File: src/rtl/cache_input_stage_if.sv
// -----------------------------------------------------------------------------
// cache_input_stage_if
//   Bundles the request, TLB configuration, status and bank-side signals of
//   the data-cache input stage.
//
//   slave  : the input stage itself. It receives request and TLB fields and
//            drives status and even/odd bank fields.
//   master : the requester/bank side. It drives the request and observes
//            the results.
//
//   Request     : address_in, data_in, size_in, r, w, sw, valid_in,
//                 fromBUS, sizeOVR
//   TLB         : VP, PF (20 bits per entry), entry_V/P/RW/PCD
//   Status      : TLB_hit, TLB_miss, protection_exception, PCD_out (comb)
//   Registered  : oddIsGreater, needP1, oneSize, PCD_q, and for X in {E,O}
//                 vAddressX, addressX, dataX, sizeX, rX, wX, swX, validX,
//                 fromBUSX, maskX
// -----------------------------------------------------------------------------
interface cache_input_stage_if #(
    parameter int NTLB = 8
);
    logic [31:0]        address_in;
    logic [127:0]       data_in;
    logic [1:0]         size_in;
    logic               r;
    logic               w;
    logic               sw;
    logic               valid_in;
    logic               fromBUS;
    logic               sizeOVR;

    logic [20*NTLB-1:0] VP;
    logic [20*NTLB-1:0] PF;
    logic [NTLB-1:0]    entry_V;
    logic [NTLB-1:0]    entry_P;
    logic [NTLB-1:0]    entry_RW;
    logic [NTLB-1:0]    entry_PCD;

    logic               TLB_hit;
    logic               TLB_miss;
    logic               protection_exception;
    logic               PCD_out;

    logic               oddIsGreater;
    logic               needP1;
    logic [2:0]         oneSize;
    logic               PCD_q;

    logic [31:0]        vAddressE;
    logic [14:0]        addressE;
    logic [127:0]       dataE;
    logic [1:0]         sizeE;
    logic               rE;
    logic               wE;
    logic               swE;
    logic               validE;
    logic               fromBUSE;
    logic [127:0]       maskE;

    logic [31:0]        vAddressO;
    logic [14:0]        addressO;
    logic [127:0]       dataO;
    logic [1:0]         sizeO;
    logic               rO;
    logic               wO;
    logic               swO;
    logic               validO;
    logic               fromBUSO;
    logic [127:0]       maskO;

    modport slave (
        input  address_in, data_in, size_in, r, w, sw, valid_in, fromBUS, sizeOVR,
        input  VP, PF, entry_V, entry_P, entry_RW, entry_PCD,
        output TLB_hit, TLB_miss, protection_exception, PCD_out,
        output oddIsGreater, needP1, oneSize, PCD_q,
        output vAddressE, addressE, dataE, sizeE, rE, wE, swE, validE, fromBUSE, maskE,
        output vAddressO, addressO, dataO, sizeO, rO, wO, swO, validO, fromBUSO, maskO
    );

    modport master (
        output address_in, data_in, size_in, r, w, sw, valid_in, fromBUS, sizeOVR,
        output VP, PF, entry_V, entry_P, entry_RW, entry_PCD,
        input  TLB_hit, TLB_miss, protection_exception, PCD_out,
        input  oddIsGreater, needP1, oneSize, PCD_q,
        input  vAddressE, addressE, dataE, sizeE, rE, wE, swE, validE, fromBUSE, maskE,
        input  vAddressO, addressO, dataO, sizeO, rO, wO, swO, validO, fromBUSO, maskO
    );
endinterface

File: src/rtl/cache_input_stage.sv
// -----------------------------------------------------------------------------
// cache_input_stage
//   Front end of the split even/odd data cache. It takes one virtual request
//   and translates it through a small fully-associative TLB (15-bit physical
//   space). A request that crosses a cache line is split into two line
//   requests, each with a byte mask and aligned data. The two lanes are
//   steered to the even or odd bank by physical line parity and registered
//   for the banks.
//
//   Ports
//     clk  : rising-edge clock
//     rst  : asynchronous active-low reset; clears every registered output
//     bus  : cache_input_stage_if.slave. The request and TLB fields are
//            inputs. TLB_hit, TLB_miss, protection_exception and PCD_out are
//            combinational outputs. The bank fields plus oddIsGreater,
//            needP1, oneSize and PCD_q are registered with 1-cycle latency.
// -----------------------------------------------------------------------------
module cache_input_stage #(
    parameter int NTLB  = 8,
    parameter int LINEB = 16
) (
    input logic                clk,
    input logic                rst,
    cache_input_stage_if.slave bus
);
    localparam int OFFW = $clog2(LINEB);   // byte offset within a line
    localparam int CNTW = OFFW + 1;        // byte counts 0..LINEB
    localparam int IDXW = $clog2(NTLB);
    localparam int DW   = 8 * LINEB;

    typedef struct packed {
        logic            hit;
        logic [IDXW-1:0] idx;
        logic [2:0]      frame;
    } tlb_res_t;

    typedef struct packed {
        logic [31:0]   vaddr;
        logic [14:0]   paddr;
        logic [DW-1:0] data;
        logic [1:0]    size;
        logic          r;
        logic          w;
        logic          sw;
        logic          valid;
        logic          from_bus;
        logic [DW-1:0] mask;
    } lane_t;

    function automatic tlb_res_t tlb_lookup(
        input logic [19:0]        vpn,
        input logic [20*NTLB-1:0] vp,
        input logic [20*NTLB-1:0] pf,
        input logic [NTLB-1:0]    ev
    );
        tlb_res_t res;
        res = '0;
        // Scan from the top down so the lowest matching index is the one left.
        for (int i = NTLB - 1; i >= 0; i--) begin
            if (ev[i] && (vp[20*i +: 20] == vpn)) begin
                res.hit   = 1'b1;
                res.idx   = IDXW'(i);
                res.frame = pf[20*i +: 3];
            end
        end
        return res;
    endfunction

    // Turns per-byte enables into a per-bit mask.
    function automatic logic [DW-1:0] expand(input logic [LINEB-1:0] be);
        logic [DW-1:0] m;
        m = '0;
        for (int b = 0; b < LINEB; b++) begin
            m[8*b +: 8] = {8{be[b]}};
        end
        return m;
    endfunction

    logic [CNTW-1:0] nbytes;
    logic [OFFW-1:0] off;
    logic [CNTW:0]   end_pos;
    logic            split;
    logic [CNTW-1:0] b0;
    logic [CNTW-1:0] b1;
    logic [31:0]     vaddr0;
    logic [31:0]     vaddr1;
    tlb_res_t        res0;
    tlb_res_t        res1;
    logic            need;
    logic            tlb_hit;
    logic            bad0;
    logic            bad1;
    logic            prot;
    logic            pcd;
    logic            lane_ok;
    logic [LINEB:0]  be0_wide;
    logic [LINEB:0]  be1_wide;
    logic [LINEB-1:0] be0;
    logic [LINEB-1:0] be1;
    lane_t           lane0;
    lane_t           lane1;
    lane_t           bank_e_d;
    lane_t           bank_o_d;
    logic            odd_d;
    logic [2:0]      one_d;

    lane_t           bank_e_q;
    lane_t           bank_o_q;
    logic            odd_q;
    logic            need_q;
    logic [2:0]      one_q;
    logic            pcd_q;

    // NOTE: every signal written here gets a default at the top of the block,
    // so no path can leave it unassigned and infer a latch.
    always_comb begin
        nbytes   = (bus.fromBUS | bus.sizeOVR) ? CNTW'(LINEB) : (CNTW'(1) << bus.size_in);
        // A line fill always moves the whole line, so its offset is ignored.
        off      = bus.fromBUS ? '0 : bus.address_in[OFFW-1:0];
        end_pos  = (CNTW+1)'(off) + (CNTW+1)'(nbytes);
        split    = end_pos > (CNTW+1)'(LINEB);
        b0       = split ? (CNTW'(LINEB) - CNTW'(off)) : nbytes;
        b1       = nbytes - b0;
        need     = bus.valid_in & split;

        vaddr0   = bus.fromBUS ? {bus.address_in[31:OFFW], {OFFW{1'b0}}} : bus.address_in;
        vaddr1   = {vaddr0[31:OFFW] + (32-OFFW)'(1), {OFFW{1'b0}}};

        res0     = tlb_lookup(vaddr0[31:12], bus.VP, bus.PF, bus.entry_V);
        res1     = tlb_lookup(vaddr1[31:12], bus.VP, bus.PF, bus.entry_V);

        tlb_hit  = bus.valid_in & res0.hit & (~need | res1.hit);
        bad0     = ~bus.entry_P[res0.idx] | ((bus.w | bus.sw) & ~bus.entry_RW[res0.idx]);
        bad1     = ~bus.entry_P[res1.idx] | ((bus.w | bus.sw) & ~bus.entry_RW[res1.idx]);
        prot     = tlb_hit & ~bus.fromBUS & (bad0 | (need & bad1));
        pcd      = (bus.valid_in & res0.hit & bus.entry_PCD[res0.idx])
                 | (need & res1.hit & bus.entry_PCD[res1.idx]);
        lane_ok  = tlb_hit & ~prot;

        // A run of b ones: (1 << b) - 1, computed one bit wider so b == LINEB works.
        be0_wide = ((LINEB+1)'(1) << b0) - (LINEB+1)'(1);
        be1_wide = ((LINEB+1)'(1) << b1) - (LINEB+1)'(1);
        be0      = be0_wide[LINEB-1:0] << off;
        be1      = be1_wide[LINEB-1:0];

        lane0          = '0;
        lane0.vaddr    = vaddr0;
        lane0.paddr    = {res0.frame, vaddr0[11:0]};
        lane0.data     = bus.data_in << {off, 3'b000};
        lane0.size     = bus.size_in;
        lane0.r        = bus.r;
        lane0.w        = bus.w;
        lane0.sw       = bus.sw;
        lane0.valid    = lane_ok;
        lane0.from_bus = bus.fromBUS;
        lane0.mask     = lane_ok ? expand(be0) : '0;

        // The second lane continues with the payload bytes lane 0 did not take.
        lane1          = '0;
        lane1.vaddr    = vaddr1;
        lane1.paddr    = {res1.frame, vaddr1[11:0]};
        lane1.data     = bus.data_in >> {b0, 3'b000};
        lane1.size     = bus.size_in;
        lane1.r        = bus.r;
        lane1.w        = bus.w;
        lane1.sw       = bus.sw;
        lane1.valid    = lane_ok & need;
        lane1.from_bus = bus.fromBUS;
        lane1.mask     = (lane_ok & need) ? expand(be1) : '0;

        // Physical line parity of lane 0 chooses its bank; lane 1 takes the other.
        bank_e_d = lane0;
        bank_o_d = lane1;
        if (lane0.paddr[OFFW]) begin
            bank_e_d = lane1;
            bank_o_d = lane0;
        end
        odd_d = bus.valid_in & ~lane0.paddr[OFFW];
        one_d = need ? b0[2:0] : 3'd0;
    end

    // NOTE: state uses non-blocking assignments so every register samples
    // the values from before the edge, independent of statement order.
    always_ff @(posedge clk or negedge rst) begin
        if (!rst) begin
            bank_e_q <= '0;
            bank_o_q <= '0;
            odd_q    <= 1'b0;
            need_q   <= 1'b0;
            one_q    <= 3'd0;
            pcd_q    <= 1'b0;
        end else begin
            bank_e_q <= bank_e_d;
            bank_o_q <= bank_o_d;
            odd_q    <= odd_d;
            need_q   <= need;
            one_q    <= one_d;
            pcd_q    <= pcd;
        end
    end

    assign bus.TLB_hit              = tlb_hit;
    assign bus.TLB_miss             = bus.valid_in & ~tlb_hit;
    assign bus.protection_exception = prot;
    assign bus.PCD_out              = pcd;

    assign bus.oddIsGreater = odd_q;
    assign bus.needP1       = need_q;
    assign bus.oneSize      = one_q;
    assign bus.PCD_q        = pcd_q;

    assign bus.vAddressE = bank_e_q.vaddr;
    assign bus.addressE  = bank_e_q.paddr;
    assign bus.dataE     = bank_e_q.data;
    assign bus.sizeE     = bank_e_q.size;
    assign bus.rE        = bank_e_q.r;
    assign bus.wE        = bank_e_q.w;
    assign bus.swE       = bank_e_q.sw;
    assign bus.validE    = bank_e_q.valid;
    assign bus.fromBUSE  = bank_e_q.from_bus;
    assign bus.maskE     = bank_e_q.mask;

    assign bus.vAddressO = bank_o_q.vaddr;
    assign bus.addressO  = bank_o_q.paddr;
    assign bus.dataO     = bank_o_q.data;
    assign bus.sizeO     = bank_o_q.size;
    assign bus.rO        = bank_o_q.r;
    assign bus.wO        = bank_o_q.w;
    assign bus.swO       = bank_o_q.sw;
    assign bus.validO    = bank_o_q.valid;
    assign bus.fromBUSO  = bank_o_q.from_bus;
    assign bus.maskO     = bank_o_q.mask;
endmodule

File: src/flat_wrapper.sv
// flat-port wrapper written by rule: the top's interface ports become plain ports
module cache_input_stage_flat 
#(
    parameter int NTLB  = 8,
    parameter int LINEB = 16
)
  (clk, rst, bus_address_in, bus_data_in, bus_size_in, bus_r, bus_w, bus_sw, bus_valid_in, bus_fromBUS, bus_sizeOVR, bus_VP, bus_PF, bus_entry_V, bus_entry_P, bus_entry_RW, bus_entry_PCD, bus_TLB_hit, bus_TLB_miss, bus_protection_exception, bus_PCD_out, bus_oddIsGreater, bus_needP1, bus_oneSize, bus_PCD_q, bus_vAddressE, bus_addressE, bus_dataE, bus_sizeE, bus_rE, bus_wE, bus_swE, bus_validE, bus_fromBUSE, bus_maskE, bus_vAddressO, bus_addressO, bus_dataO, bus_sizeO, bus_rO, bus_wO, bus_swO, bus_validO, bus_fromBUSO, bus_maskO);
  cache_input_stage_if #(.NTLB(NTLB)) bus_i ();
  input logic clk;
  input logic rst;
  input wire logic [$bits(bus_i.address_in)-1:0] bus_address_in;
  input wire logic [$bits(bus_i.data_in)-1:0] bus_data_in;
  input wire logic [$bits(bus_i.size_in)-1:0] bus_size_in;
  input wire logic [$bits(bus_i.r)-1:0] bus_r;
  input wire logic [$bits(bus_i.w)-1:0] bus_w;
  input wire logic [$bits(bus_i.sw)-1:0] bus_sw;
  input wire logic [$bits(bus_i.valid_in)-1:0] bus_valid_in;
  input wire logic [$bits(bus_i.fromBUS)-1:0] bus_fromBUS;
  input wire logic [$bits(bus_i.sizeOVR)-1:0] bus_sizeOVR;
  input wire logic [$bits(bus_i.VP)-1:0] bus_VP;
  input wire logic [$bits(bus_i.PF)-1:0] bus_PF;
  input wire logic [$bits(bus_i.entry_V)-1:0] bus_entry_V;
  input wire logic [$bits(bus_i.entry_P)-1:0] bus_entry_P;
  input wire logic [$bits(bus_i.entry_RW)-1:0] bus_entry_RW;
  input wire logic [$bits(bus_i.entry_PCD)-1:0] bus_entry_PCD;
  output wire logic [$bits(bus_i.TLB_hit)-1:0] bus_TLB_hit;
  output wire logic [$bits(bus_i.TLB_miss)-1:0] bus_TLB_miss;
  output wire logic [$bits(bus_i.protection_exception)-1:0] bus_protection_exception;
  output wire logic [$bits(bus_i.PCD_out)-1:0] bus_PCD_out;
  output wire logic [$bits(bus_i.oddIsGreater)-1:0] bus_oddIsGreater;
  output wire logic [$bits(bus_i.needP1)-1:0] bus_needP1;
  output wire logic [$bits(bus_i.oneSize)-1:0] bus_oneSize;
  output wire logic [$bits(bus_i.PCD_q)-1:0] bus_PCD_q;
  output wire logic [$bits(bus_i.vAddressE)-1:0] bus_vAddressE;
  output wire logic [$bits(bus_i.addressE)-1:0] bus_addressE;
  output wire logic [$bits(bus_i.dataE)-1:0] bus_dataE;
  output wire logic [$bits(bus_i.sizeE)-1:0] bus_sizeE;
  output wire logic [$bits(bus_i.rE)-1:0] bus_rE;
  output wire logic [$bits(bus_i.wE)-1:0] bus_wE;
  output wire logic [$bits(bus_i.swE)-1:0] bus_swE;
  output wire logic [$bits(bus_i.validE)-1:0] bus_validE;
  output wire logic [$bits(bus_i.fromBUSE)-1:0] bus_fromBUSE;
  output wire logic [$bits(bus_i.maskE)-1:0] bus_maskE;
  output wire logic [$bits(bus_i.vAddressO)-1:0] bus_vAddressO;
  output wire logic [$bits(bus_i.addressO)-1:0] bus_addressO;
  output wire logic [$bits(bus_i.dataO)-1:0] bus_dataO;
  output wire logic [$bits(bus_i.sizeO)-1:0] bus_sizeO;
  output wire logic [$bits(bus_i.rO)-1:0] bus_rO;
  output wire logic [$bits(bus_i.wO)-1:0] bus_wO;
  output wire logic [$bits(bus_i.swO)-1:0] bus_swO;
  output wire logic [$bits(bus_i.validO)-1:0] bus_validO;
  output wire logic [$bits(bus_i.fromBUSO)-1:0] bus_fromBUSO;
  output wire logic [$bits(bus_i.maskO)-1:0] bus_maskO;
  assign bus_i.address_in = bus_address_in;
  assign bus_i.data_in = bus_data_in;
  assign bus_i.size_in = bus_size_in;
  assign bus_i.r = bus_r;
  assign bus_i.w = bus_w;
  assign bus_i.sw = bus_sw;
  assign bus_i.valid_in = bus_valid_in;
  assign bus_i.fromBUS = bus_fromBUS;
  assign bus_i.sizeOVR = bus_sizeOVR;
  assign bus_i.VP = bus_VP;
  assign bus_i.PF = bus_PF;
  assign bus_i.entry_V = bus_entry_V;
  assign bus_i.entry_P = bus_entry_P;
  assign bus_i.entry_RW = bus_entry_RW;
  assign bus_i.entry_PCD = bus_entry_PCD;
  assign bus_TLB_hit = bus_i.TLB_hit;
  assign bus_TLB_miss = bus_i.TLB_miss;
  assign bus_protection_exception = bus_i.protection_exception;
  assign bus_PCD_out = bus_i.PCD_out;
  assign bus_oddIsGreater = bus_i.oddIsGreater;
  assign bus_needP1 = bus_i.needP1;
  assign bus_oneSize = bus_i.oneSize;
  assign bus_PCD_q = bus_i.PCD_q;
  assign bus_vAddressE = bus_i.vAddressE;
  assign bus_addressE = bus_i.addressE;
  assign bus_dataE = bus_i.dataE;
  assign bus_sizeE = bus_i.sizeE;
  assign bus_rE = bus_i.rE;
  assign bus_wE = bus_i.wE;
  assign bus_swE = bus_i.swE;
  assign bus_validE = bus_i.validE;
  assign bus_fromBUSE = bus_i.fromBUSE;
  assign bus_maskE = bus_i.maskE;
  assign bus_vAddressO = bus_i.vAddressO;
  assign bus_addressO = bus_i.addressO;
  assign bus_dataO = bus_i.dataO;
  assign bus_sizeO = bus_i.sizeO;
  assign bus_rO = bus_i.rO;
  assign bus_wO = bus_i.wO;
  assign bus_swO = bus_i.swO;
  assign bus_validO = bus_i.validO;
  assign bus_fromBUSO = bus_i.fromBUSO;
  assign bus_maskO = bus_i.maskO;
  cache_input_stage #(.NTLB(NTLB), .LINEB(LINEB)) u_core (.clk(clk), .rst(rst), .bus(bus_i));
endmodule
File: config.mk
export PLATFORM = sky130hd
export DESIGN_NAME = cache_input_stage_flat
export DESIGN_NICKNAME = d
export VERILOG_FILES = /design/src/rtl/cache_input_stage_if.sv /design/src/rtl/cache_input_stage.sv /design/src/flat_wrapper.sv
export SDC_FILE = /design/constraint.sdc
export NUM_CORES = 2
export LEC_CHECK = 0
export CAP_MARGIN = 40
export CORE_AREA = 2 2 453 455
export DETAILED_ROUTE_END_ITERATION = 16
export DIE_AREA = 0 0 455 457
export PLACE_DENSITY = 0.33
export SLEW_MARGIN = 5
export SYNTH_ARGS = -nofsm -noshare
export SYNTH_HDL_FRONTEND = slang
export SYNTH_SLANG_ARGS = --single-unit
File: constraint.sdc
create_clock -name clk -period 24.1 [get_ports clk]
set_input_delay 4.82 -clock clk [delete_from_list [all_inputs] [get_ports clk]]
set_output_delay 4.82 -clock clk [all_outputs]
set_load 0.1 [all_outputs]
==> impl_metrics.yaml <==
cts:
  cts_tree: "yes"
  cts_setup_buffers: 0
  root_buffer: "clkbuf_16"
  cts_buffers: 48
  numClockSinks: 371
  h-tree-depth: 2
  clockBufferDepth: 3
  clk_pin_slew_ps: 60
  holdBufCountCts: 0
  cts.repair.resized: 0
synth:
  ys_top_cells_by_count: "644 x nand2_1, 371 x dfrtp_1, 328 x mux2i_1, 321 x o21ai_0, 271 x nand3_1"
  post-synth-top-count-cell: "nand2_1"
  synth-edff-count: 0
  synth_top_area_share: 0.283
  synth_cell_types: 99
  synth.avg_cell_area_um2: 7.84
  synth_cells: 4189
  ys_ff_latch: 371
  synth_area_um2: 32800
  synth-async-reset-ratio: 1.00
  synthTopCellsByArea: "dfrtp_1 28%, mux2i_1 10%, nand2_1 7.4%"
  yosysTopAreaCell: "dfrtp_1"
  ys_seq_area_frac: 0.283
  yosysWarnings: 0
  ys.flop_type: "dfrtp_1"
floorplanning:
  dieArea_um2: 208000
  placementRows: 166
  die-width_um: 455
  die_h_um: 457
  start_util: 0.161
  core_area_um2: 203000
  io_pins: 1152
placed_design:
  gp_congestion: 0.931
  dp_hpwl_um: 215000
  place_ws_ps: 7130
  port_buffers: 1013
drt:
  dr.first_iter.drc_count: 3554
  drc_errors: 0
  wl_per_cell_um: 31.9
  drt-total-wl_um: 263000
  vias_per_cell: 4.69
  via_count: 38614
  ant_nets: 0
  first_pass_iters: 6
grt:
  grt_antenna_before_repair: 105
  gr-usage-all-layers: 0.244
  grt_pass1_vias: 38427
  grt_pass1_wl_um: 349000
  grt.overflow.total: 0
  grt_max_degree: 116
timing:
  fin_tns_setup_ps: 0
  period_needed_ps: 17020
  slew_headroom: 0.293
  maxSlewViolCount: 0
  min_period_over_period: 0.706
  final.setup.worst_slack_ps: 7080
  hold_slack_ps: 4090
  finalHoldViolCount: 0
  setup_violations: 0
  rsz0062_at_grt: "false"
  timing.fmax_ghz: 0.0588
  tightestPinTransition_ps: 1050
critical_path:
  endpoint_kind: "output port"
  startpoint_type: "primary input"
  critPathKind: "primary input to output port"
  crit_required_ps: 19280
  arrival_ps: 12200
  cp_max_fo: 22
power:
  power_mw: 3.56
  ir_drop_mv: 0.0510
  p_leak_nw: 24.0
  powerDensity_nw_per_um2: 61.7
worst_hold_path:
  hold_path_class: "primary input to asynchronous set/reset pin"
final_layout:
  final_core_util: 0.284
  final_nets: 5991
  fillerInstances: 21343
  drive_gt1_frac: 0.190
  area_delta_synth_final_pct: 75.8
status:
  outcome: "finished clean"
job:
  cap_viol_max_count: 0
sequential cells by signal (all words and copies together) (netlist names), 2 cells and up:
| register | cells |
|---|---|
| u_core.bus.oneSize | 3 |
| u_core.bus.maskE | 16 |
| u_core.bus.vAddressO | 32 |
| u_core.bus.sizeE | 2 |
| u_core.bus.vAddressE | 31 |
| u_core.bus.dataO | 128 |
| u_core.bus.dataE | 128 |
| u_core.bus.addressE | 3 |
| u_core.bus.maskO | 16 |
| u_core.bus.addressO | 3 |
cell usage in the layout (no fill, tap or decap), types with 73 or more instances in the layout:
cell type / n
a21oi_1: 152
and3_1: 73
buf_16: 165
buf_4: 140
buf_8: 462
clkdlybuf4s50_1: 1003
dfrtp_1: 371
mux2i_1: 328
nand2_1: 643
nand3_1: 271
nand4_1: 74
nor2_1: 238
o21ai_0: 321
xnor2_1: 189
xor2_1: 110
routing by layer:
| metal | global-route usage | wire length, µm | up-vias |
|---|---|---|---|
| met3 | 0.0444 | 16200 | 344 |
| met1 | 0.288 | 103000 | 19205 |
| met4 | 0.0978 | 11000 | 36 |
| met2 | 0.432 | 132000 | 1805 |
| li1 | - | - | 17224 |
| met5 | 0 | 218 | - |
power breakdown:
group	total [mW]	switching (mW)	internal (mW)
Sequential	0.739	0.0425	0.697
Clock	0.796	0.335	0.461
Combinational	2.03	1.34	0.685
layout make-up:
cell class	count	area, µm²	area share
antenna	49	123	0.00212
clock buffer	59	1320	0.0229
timing repair buffer	1794	22700	0.394
inverter	61	243	0.00421
tap	2688	3360	0.0583
sequential	371	9280	0.161
clock inverter	31	392	0.00679
multi-input combinational	3178	20200	0.351
final timing paths:
path / slack [ps] / end / startpoint
min in group clk: 4570 / u_core.bus.vAddressE[6] / bus_address_in[4]
worst max-delay path: 7080 / bus_protection_exception / bus_address_in[13]
worst min-delay path: 4090 / u_core.bus.sizeE[0] / rst
max in group asynchronous: 17880 / u_core.bus.dataO[84] / rst
stage by stage:
stage	area, µm²	cells
after floorplan	32800	4190
after global placement	44200	7431
after detailed placement	55900	8090
after CTS	57600	8180
after global routing	57600	8197
final	57700	8231
critical path: stages:
cell,delay [ps]
clkdlybuf4s50_1,450
buf_4,430
nand4_2,440
or4_1,830
buf_4,330
nor3_4,610
xnor2_1,190
o22ai_1,90
or4b_1,600
o21ai_1,620
nor2_1,110
a2111o_1,440
a311o_1,450
o31ai_4,580
and2_1,240
clkdlybuf4s50_1,670
buf_16,210
cell families (layout without fill, tap and decap cells):
logic type               Yosys count  count (layout)  synth area share
AO/OA/AOI/OAI                    856             856             0.163
XOR/XNOR                         299             299            0.0798
adder cells (fa/ha/maj)           15              15           0.00617
buffers and inverters            641            1945             0.105
flip-flops                       371             371             0.283
multiplexers                     396             396             0.126
other                              2              52          0.000229
AND/OR/NAND/NOR                 1609            1609             0.237
No activity file was read; power rests on OpenSTA's default activity.
